$ cat src/rtl/btn_pkg.sv
// btn_pkg: shared defaults and debounce counter type for the button capture path
package btn_pkg;
  localparam int BTN_N = 16;
  localparam int BTN_STABLE = 3;
  localparam int BTN_W = 4;
  localparam int CNT_W = 4;
  typedef logic [CNT_W-1:0] btn_cnt_t;
endpackage

$ cat src/rtl/debounce_bit.sv
// debounce_bit: one channel (ports: clk, rstn, tick, raw in; state, press, rel out) - 2-FF sync, tick-gated debounce, edge pulses
module debounce_bit
  import btn_pkg::*;
#(
  parameter int STABLE = BTN_STABLE
) (
  input  logic clk,
  input  logic rstn,
  input  logic tick,
  input  logic raw,
  output logic state,
  output logic press,
  output logic rel
);
  logic s1, s2, last;
  btn_cnt_t cnt;
  always_ff @(posedge clk or negedge rstn)
    if (!rstn) begin
      s1 <= 1'b0;
      s2 <= 1'b0;
      last <= 1'b0;
      state <= 1'b0;
      press <= 1'b0;
      rel <= 1'b0;
      cnt <= '0;
    end else begin
      s1 <= raw;
      s2 <= s1;
      last <= state;
      press <= state & ~last;
      rel <= ~state & last;
      if (tick) begin
        if (s2 == state) cnt <= '0;
        else if (cnt == btn_cnt_t'(STABLE - 1)) begin
          state <= ~state;
          cnt <= '0;
        end else cnt <= cnt + 1'b1;
      end
    end
endmodule

$ cat src/rtl/btn_capture4.sv
// btn_capture4: debounced button capture (ports: clk, rstn, btn in; state, press, rel, tick out; toggle out when BTN_TOGGLE_EN is defined); rel carries the release strobes since release is a reserved word
module btn_capture4
  import btn_pkg::*;
#(
  parameter int N = BTN_N,
  parameter int STABLE = BTN_STABLE,
  parameter int W = BTN_W
) (
  input  logic         clk,
  input  logic         rstn,
  input  logic [W-1:0] btn,
  output logic [W-1:0] state,
  output logic [W-1:0] press,
  output logic [W-1:0] rel,
  output logic         tick
`ifdef BTN_TOGGLE_EN
  ,
  output logic [W-1:0] toggle
`endif
);
  logic [N-1:0] pre;
  always_ff @(posedge clk or negedge rstn)
    if (!rstn) begin
      pre <= '0;
      tick <= 1'b0;
    end else begin
      pre <= pre + 1'b1;
      tick <= &pre;
    end
  for (genvar i = 0; i < W; i++) begin : g_ch
    debounce_bit #(.STABLE(STABLE)) u_db (
      .clk(clk), .rstn(rstn), .tick(tick), .raw(btn[i]),
      .state(state[i]), .press(press[i]), .rel(rel[i])
    );
  end
`ifdef BTN_TOGGLE_EN
  always_ff @(posedge clk or negedge rstn)
    if (!rstn) toggle <= '0;
    else toggle <= toggle ^ press;
`endif
endmodule

$ cat config.mk
export PLATFORM = sky130hd
export DESIGN_NAME = btn_capture4
export DESIGN_NICKNAME = d
export VERILOG_FILES = /design/src/rtl/btn_pkg.sv /design/src/rtl/debounce_bit.sv /design/src/rtl/btn_capture4.sv
export SDC_FILE = /design/constraint.sdc
export NUM_CORES = 1
export LEC_CHECK = 0
export ABC_AREA = 1
export CAP_MARGIN = 20
export CORE_MARGIN = 2
export CORE_UTILIZATION = 40
export CTS_CLUSTER_DIAMETER = 200
export CTS_CLUSTER_SIZE = 12
export DETAILED_ROUTE_END_ITERATION = 12
export MAX_ROUTING_LAYER = met4
export PLACE_DENSITY = 0.63
export RECOVER_POWER = 25
export SYNTH_ARGS = -nofsm -noshare
export SYNTH_HDL_FRONTEND = slang
export SYNTH_HIERARCHICAL = 1
export SYNTH_SLANG_ARGS = --single-unit
$ cat constraint.sdc
create_clock -name clk -period 1.4 [get_ports clk]
set_input_delay 0.28 -clock clk [delete_from_list [all_inputs] [get_ports clk]]
set_output_delay 0.28 -clock clk [all_outputs]
set_load 0.05 [all_outputs]
==> results.yml, run 1 <==
logic_synthesis:
  synth_top_area_share_pct: 56.0
  synth_edf_count: 0
  syn_inst: 295
  netlist_area_mm2: 0.00255
  synth_flop_cell: "dfrtp_1"
  synthDistinctLibCells: 18
  syn_avg_cell_area_um2: 8.64
  yosys-top-cells-area: "dfrtp_1, nand2_1, inv_1"
  yosysMostFrequentCell: "nand2_1"
  yosysSeqAreaShare_pct: 56.0
  synth_top_cell_by_area: "dfrtp_1"
  ys_ff_latch: 57
  mappedNetlistNets: 302
  synth_common_cells: "nand2_1, dfrtp_1, inv_1, nor2_1, nor2_2"
  yosys_warnings: 6
  ys_async_sr_fraction_pct: 100
outcome:
  outcome: "completed"
setup_path:
  cp.arrival_ns: 1.06
  r2r_start: "pre[1]$_DFF_PN0_"
  critPathLaunch: "tick$_DFF_PN0_"
  startpoint_type: "register"
  cp_common_cell: "buf_12"
  cp_cell_sequence: "buf_12 -> buf_12"
  cpPeakStageDelay_ns: 0.41
  crit_fanout: 29
  required_ns: 1.12
  critPathSlowestCell: "dfrtp_2"
  crit_type: "register to primary output"
  cp-end-kind: "primary output"
sta:
  holdWs_ns: 0.348
  max-slew-margin-rel_pct: 80.3
  fin_setup_tns_ns: 0
  finClkSkew_ns: 0.00838
  period_share_pct: 96.0
  hold_violations: 0
  worst_slew_pin_slew_ns: 0.295
  grt_setup_unrepaired: "no"
  slew_viol_final: 0
  finalSetupViolCount: 0
  post-route-min-period_ns: 1.34
  max_freq_mhz: 744
power_and_ir_drop:
  switching_power_w: 0.000628
  cellPowerDensity_mw_per_mm2: 943
  p_total_w: 0.00298
  internal_power_w: 0.00235
  p_clk_share_pct: 42.1
  ir_drop_mv: 0.554
  p_sw_share_pct: 21.1
  p_seq_share_pct: 56.0
  pwr-share-comb_pct: 1.9
  p_leak_nw: 1.50
clock_network:
  cts_tree: "yes"
  cts_resized: 0
  cts_hold_buf: 1
  cts_root_buf: "clkbuf_8"
  numCtsBuffers: 9
  cts_buffer_depth: 2
  clk_latency_ns: 0.33
  clock-sinks: 57
  clkTransAtPathRegs_ns: 0.06
  ctsHtreeMaxLevel: 3
  post_cts_buffers: 0
die:
  start_util_pct: 40.8
  die-area_mm2: 0.00703
  row_count: 29
  coreArea_mm2: 0.00624
  die_x_um: 83.8
  die_y_um: 83.8
  pin_count: 19
drt:
  postRouteWirelength_mm: 4.05
  ant_nets: 0
  drt_iter0_drc: 59
  detail_route.first_pass.iterations: 4
  routed-via-count: 1849
  drc: 0
  vias_per_cell: 4.54
  wl_per_cell_um: 9.96
grt:
  grt_pass1_vias: 1786
  grt-ovfl-total: 0
  grt_max_degree: 58
  grt_pass1_wl_mm: 7.46
  grt_use_total_pct: 13.9
  antenna_found_initial: 0
min_path:
  hold_start: "g_ch[3].u_db/s1$_DFF_PN0_"
  hp-class: "register to register"
finish:
  diodes: 0
  layout-drive-gt1-share_pct: 20.0
  fin_nets: 334
  post-route-util_pct: 50.5
  syn2layout_area_growth_pct: 23.8
placed_design:
  dp_hpwl_mm: 2.87
  place.gp.congestion: 0.798
  port_buffers: 18
flow_run:
  maxCapViolations: 0
final timing paths:
| check | slack (ns) | depth (start not counted) | to |
|---|---|---|---|
| max in group asynchronous | 0.62 | 3 | tick$_DFF_PN0_ |
| min in group asynchronous | 0.52 | 3 | g_ch[1].u_db/cnt[1]$_DFFE_PN0P_ |
| worst max register to register | 0.16 | 5 | pre[10]$_DFF_PN0_ |
| worst min register to register | 0.35 | 0 | g_ch[3].u_db/s2$_DFF_PN0_ |
| worst min-delay path | 0.35 | 0 | g_ch[3].u_db/s2$_DFF_PN0_ |
| worst max-delay path | 0.06 | 2 | tick |
cells by family after synthesis:
kind of cell | synth area share, %
AOI/OAI and AO/OA | 4.91
and+or+nand+nor | 29.8
buffers and inverters | 6.04
DFF | 56.0
xor gates and xnor gates | 2.75
adders and majority gates | 0.491
metrics by stage:
step                cell area [um^2]  setup WS (ns)  cells
detailed placement              2990          0.167    392
global placement                2990          0.219    392
floorplan                       2550          0.181    295
CTS                             3160         0.0278    407
global route                    3150         0.0176    407
finish                          3150         0.0564    407
worst max-delay path, delay by kind of cell (launching register included):
| family | cells | cell delay (ns) |
|---|---|---|
| buffers and inverters | 2 | 0.32 |
| flip-flops | 1 | 0.41 |
registers in the layout, summed over array words and instances (netlist names):
| register | flops |
|---|---|
| g_ch.u_db/press | 4 |
| g_ch.u_db/cnt | 16 |
| g_ch.u_db/s2 | 4 |
| pre | 16 |
| tick | 1 |
| g_ch.u_db/rel | 4 |
| g_ch.u_db/s1 | 4 |
| g_ch.u_db/state | 4 |
| g_ch.u_db/last | 4 |
power groups by stage:
| stage | Clock (W) | Sequential, W | Combinational [W] |
|---|---|---|---|
| floorplan | 0 | 0.00169 | 0.00000886 |
| global placement | 0 | 0.00170 | 0.0000617 |
| detailed placement | 0 | 0.00170 | 0.0000622 |
| CTS | 0.00132 | 0.00167 | 0.0000646 |
| global route | 0.00139 | 0.00167 | 0.0000699 |
| finish | 0.00125 | 0.00167 | 0.0000575 |
area by class of cell:
cell class              count  area, um^2
clock buffers              13         149
clock inverters             1        5.00
fillers                   591        3090
inverters                  41         154
multi-input cells         197         968
flip-flops and latches     57        1430
well taps                  77        96.3
repair buffers             21         354
layer usage:
| metal | global-route usage (%) | part of all wire [%] |
|---|---|---|
| met5 | - | 0 |
| met1 | 15.8 | 48 |
| met2 | 21.5 | 46 |
| met4 | 7.62 | 2.2 |
| met3 | 5.04 | 3.7 |
cells in the final DEF, fill, tap and decap left out:
cell type       n
dlygate4sd3_1   5
ha_1            1
clkinv_2        1
clkbuf_8       10
nand3_2         5
nand3_1        13
xor2_1          4
nor3_2          1
nand4_1         7
dfrtp_2         1
o21ai_1        10
nand2_1        91
a21oi_1         8
nor2_1         23
inv_2           4
nand3b_1        1
o21ai_2         4
buf_12         15
nor2_2         15
inv_1          37
dfrtp_1        56
nand2_2        10
clkbuf_1        4
xnor2_1         4
No activity file was read; power rests on OpenSTA's default activity.
==> run 2, diff against run 1 <==
Settings changed: GPL_TIMING_DRIVEN set to 0.
==> run 2 against run 1 <==
  * Sequential share of layout area is 1.8 points higher
  * Via count is 3.7% higher
  * Sequential cell count is the same
  * Hold slack got worse by 0.0024 ns
  * Largest power group unchanged
  * Largest cell class unchanged
  * Clock skew decreased by 0.0026 ns
  * Critical endpoint is now state[3]
  * Critical path depth down 1
==> results.yml, run 2 (synthesis results as in run 1) <==
outcome:
  outcome: "completed"
setup_path:
  path_buf_inv: 1
  crit_fanout: 6
  cpPeakStageDelay_ns: 0.44
  cp_cell_sequence: "buf_2"
  startpoint_type: "register"
  critPathSlowestCell: "dfrtp_1"
  cp-end-kind: "primary output"
  required_ns: 1.12
  cp_top_family: "flip-flops"
  cp.arrival_ns: 1.06
  crit_type: "register to primary output"
drt:
  routed-via-count: 1917
  ant_nets: 0
  wl_per_cell_um: 10.4
  vias_per_cell: 4.66
  detail_route.first_pass.iterations: 4
  drt_iter0_drc: 98
  drc: 0
  postRouteWirelength_mm: 4.26
clock_network:
  cts_tree: "yes"
  clkTransAtPathRegs_ns: 0.06
  cts_root_buf: "clkbuf_8"
  clock-sinks: 57
  ctsHtreeMaxLevel: 3
  clk_latency_ns: 0.32
  numCtsBuffers: 9
  cts_buffer_depth: 2
sta:
  finalSetupViolCount: 0
  max_freq_mhz: 747
  finalWorstSetupSlack_ns: 0.0611
  post-route-min-period_ns: 1.34
  finClkSkew_ns: 0.00582
  grt_setup_unrepaired: "no"
  hold_violations: 0
  worst_slew_pin_slew_ns: 0.655
  period_share_pct: 95.6
  slew_viol_final: 0
  fin_setup_tns_ns: 0
  max-slew-margin-rel_pct: 56.3
grt:
  grt_use_total_pct: 14.1
  grt_pass1_wl_mm: 7.69
  antenna_found_initial: 0
  grt_max_degree: 33
  grt-ovfl-total: 0
  grt_pass1_vias: 1789
die:
  die_x_um: 83.8
  die_y_um: 83.8
  die-area_mm2: 0.00703
  row_count: 29
  coreArea_mm2: 0.00624
  pin_count: 19
  start_util_pct: 40.8
finish:
  post-route-util_pct: 48.7
  final_common_cell: "nand2_1"
  mostFrequentLayoutCells: "nand2_1, dfrtp_1, inv_1, nor2_1"
  largestRegisters: "g_ch.u_db/cnt x16, pre x16"
  syn2layout_area_growth_pct: 19.3
  diodes: 0
  layout-drive-gt1-share_pct: 20.7
  fin_nets: 338
power_and_ir_drop:
  cellPowerDensity_mw_per_mm2: 992
  ir_drop_mv: 0.480
  p_leak_nw: 1.48
placed_design:
  dp_hpwl_mm: 2.94
  port_buffers: 18
  place.gp.congestion: 0.772
  pre_cts_ws_ns: -0.461
min_path:
  hp-class: "register to register"
flow_run:
  maxCapViolations: 0
[run 2: stage by stage]
step | hold WS [ns] | instances | total power, W | area (um^2)
after global routing | 0.355 | 411 | 0.00316 | 3040
final | 0.346 | 411 | 0.00302 | 3040
after global placement | 0.331 | 390 | 0.00175 | 2830
after detailed placement | 0.329 | 391 | 0.00176 | 2840
after floorplan | -0.0156 | 295 | 0.00170 | 2550
after CTS | 0.349 | 407 | 0.00308 | 3020
[run 2: power by group]
group | internal [W] | switching, W
Combinational | 0.0000191 | 0.0000393
Sequential | 0.00166 | 0.00000623
Clock | 0.000721 | 0.000569
Total | 0.00240 | 0.000615
[run 2: final timing paths]
| path | start | to | slack, ns | cells past startpoint |
|---|---|---|---|---|
| min reg2reg | g_ch[2].u_db/s1$_DFF_PN0_ | g_ch[2].u_db/s2$_DFF_PN0_ | 0.35 | 0 |
| max | g_ch[3].u_db/state$_DFFE_PN0P_ | state[3] | 0.06 | 1 |
| max reg2reg | pre[0]$_DFF_PN0_ | pre[10]$_DFF_PN0_ | 0.10 | 5 |
| min in group asynchronous | rstn | g_ch[1].u_db/cnt[1]$_DFFE_PN0P_ | 0.52 | 2 |
| min | g_ch[2].u_db/s1$_DFF_PN0_ | g_ch[2].u_db/s2$_DFF_PN0_ | 0.35 | 0 |
| max in group asynchronous | rstn | tick$_DFF_PN0_ | 0.28 | 3 |
[run 2: layout make-up]
class	instances	area, um^2
Fill cell	583	3200
Sequential cell	57	1430
Multi-Input combinational cell	197	958
Timing Repair Buffer	25	239
Clock buffer	14	163
Inverter	41	154
Tap cell	77	96.3
[run 2: repair_timing]
action                                 in CTS  in global routing
gates resized for setup                    52                  2
setup endpoints to repair                  13                  3
hold buffers                                1                  0
endpoints found under the hold margin      25                  0
buffers inserted                            1                  4
[run 2: layer usage]
layer	GRT usage, %	wire [um]	part of all wire [%]	vias to the layer above
li1	-	-	-	986
met1	18.0	2040	48	890
met2	20.9	1980	46	33
met3	3.26	157	3.7	8
met4	7.92	86	2.0	0
met5	-	0	0	-
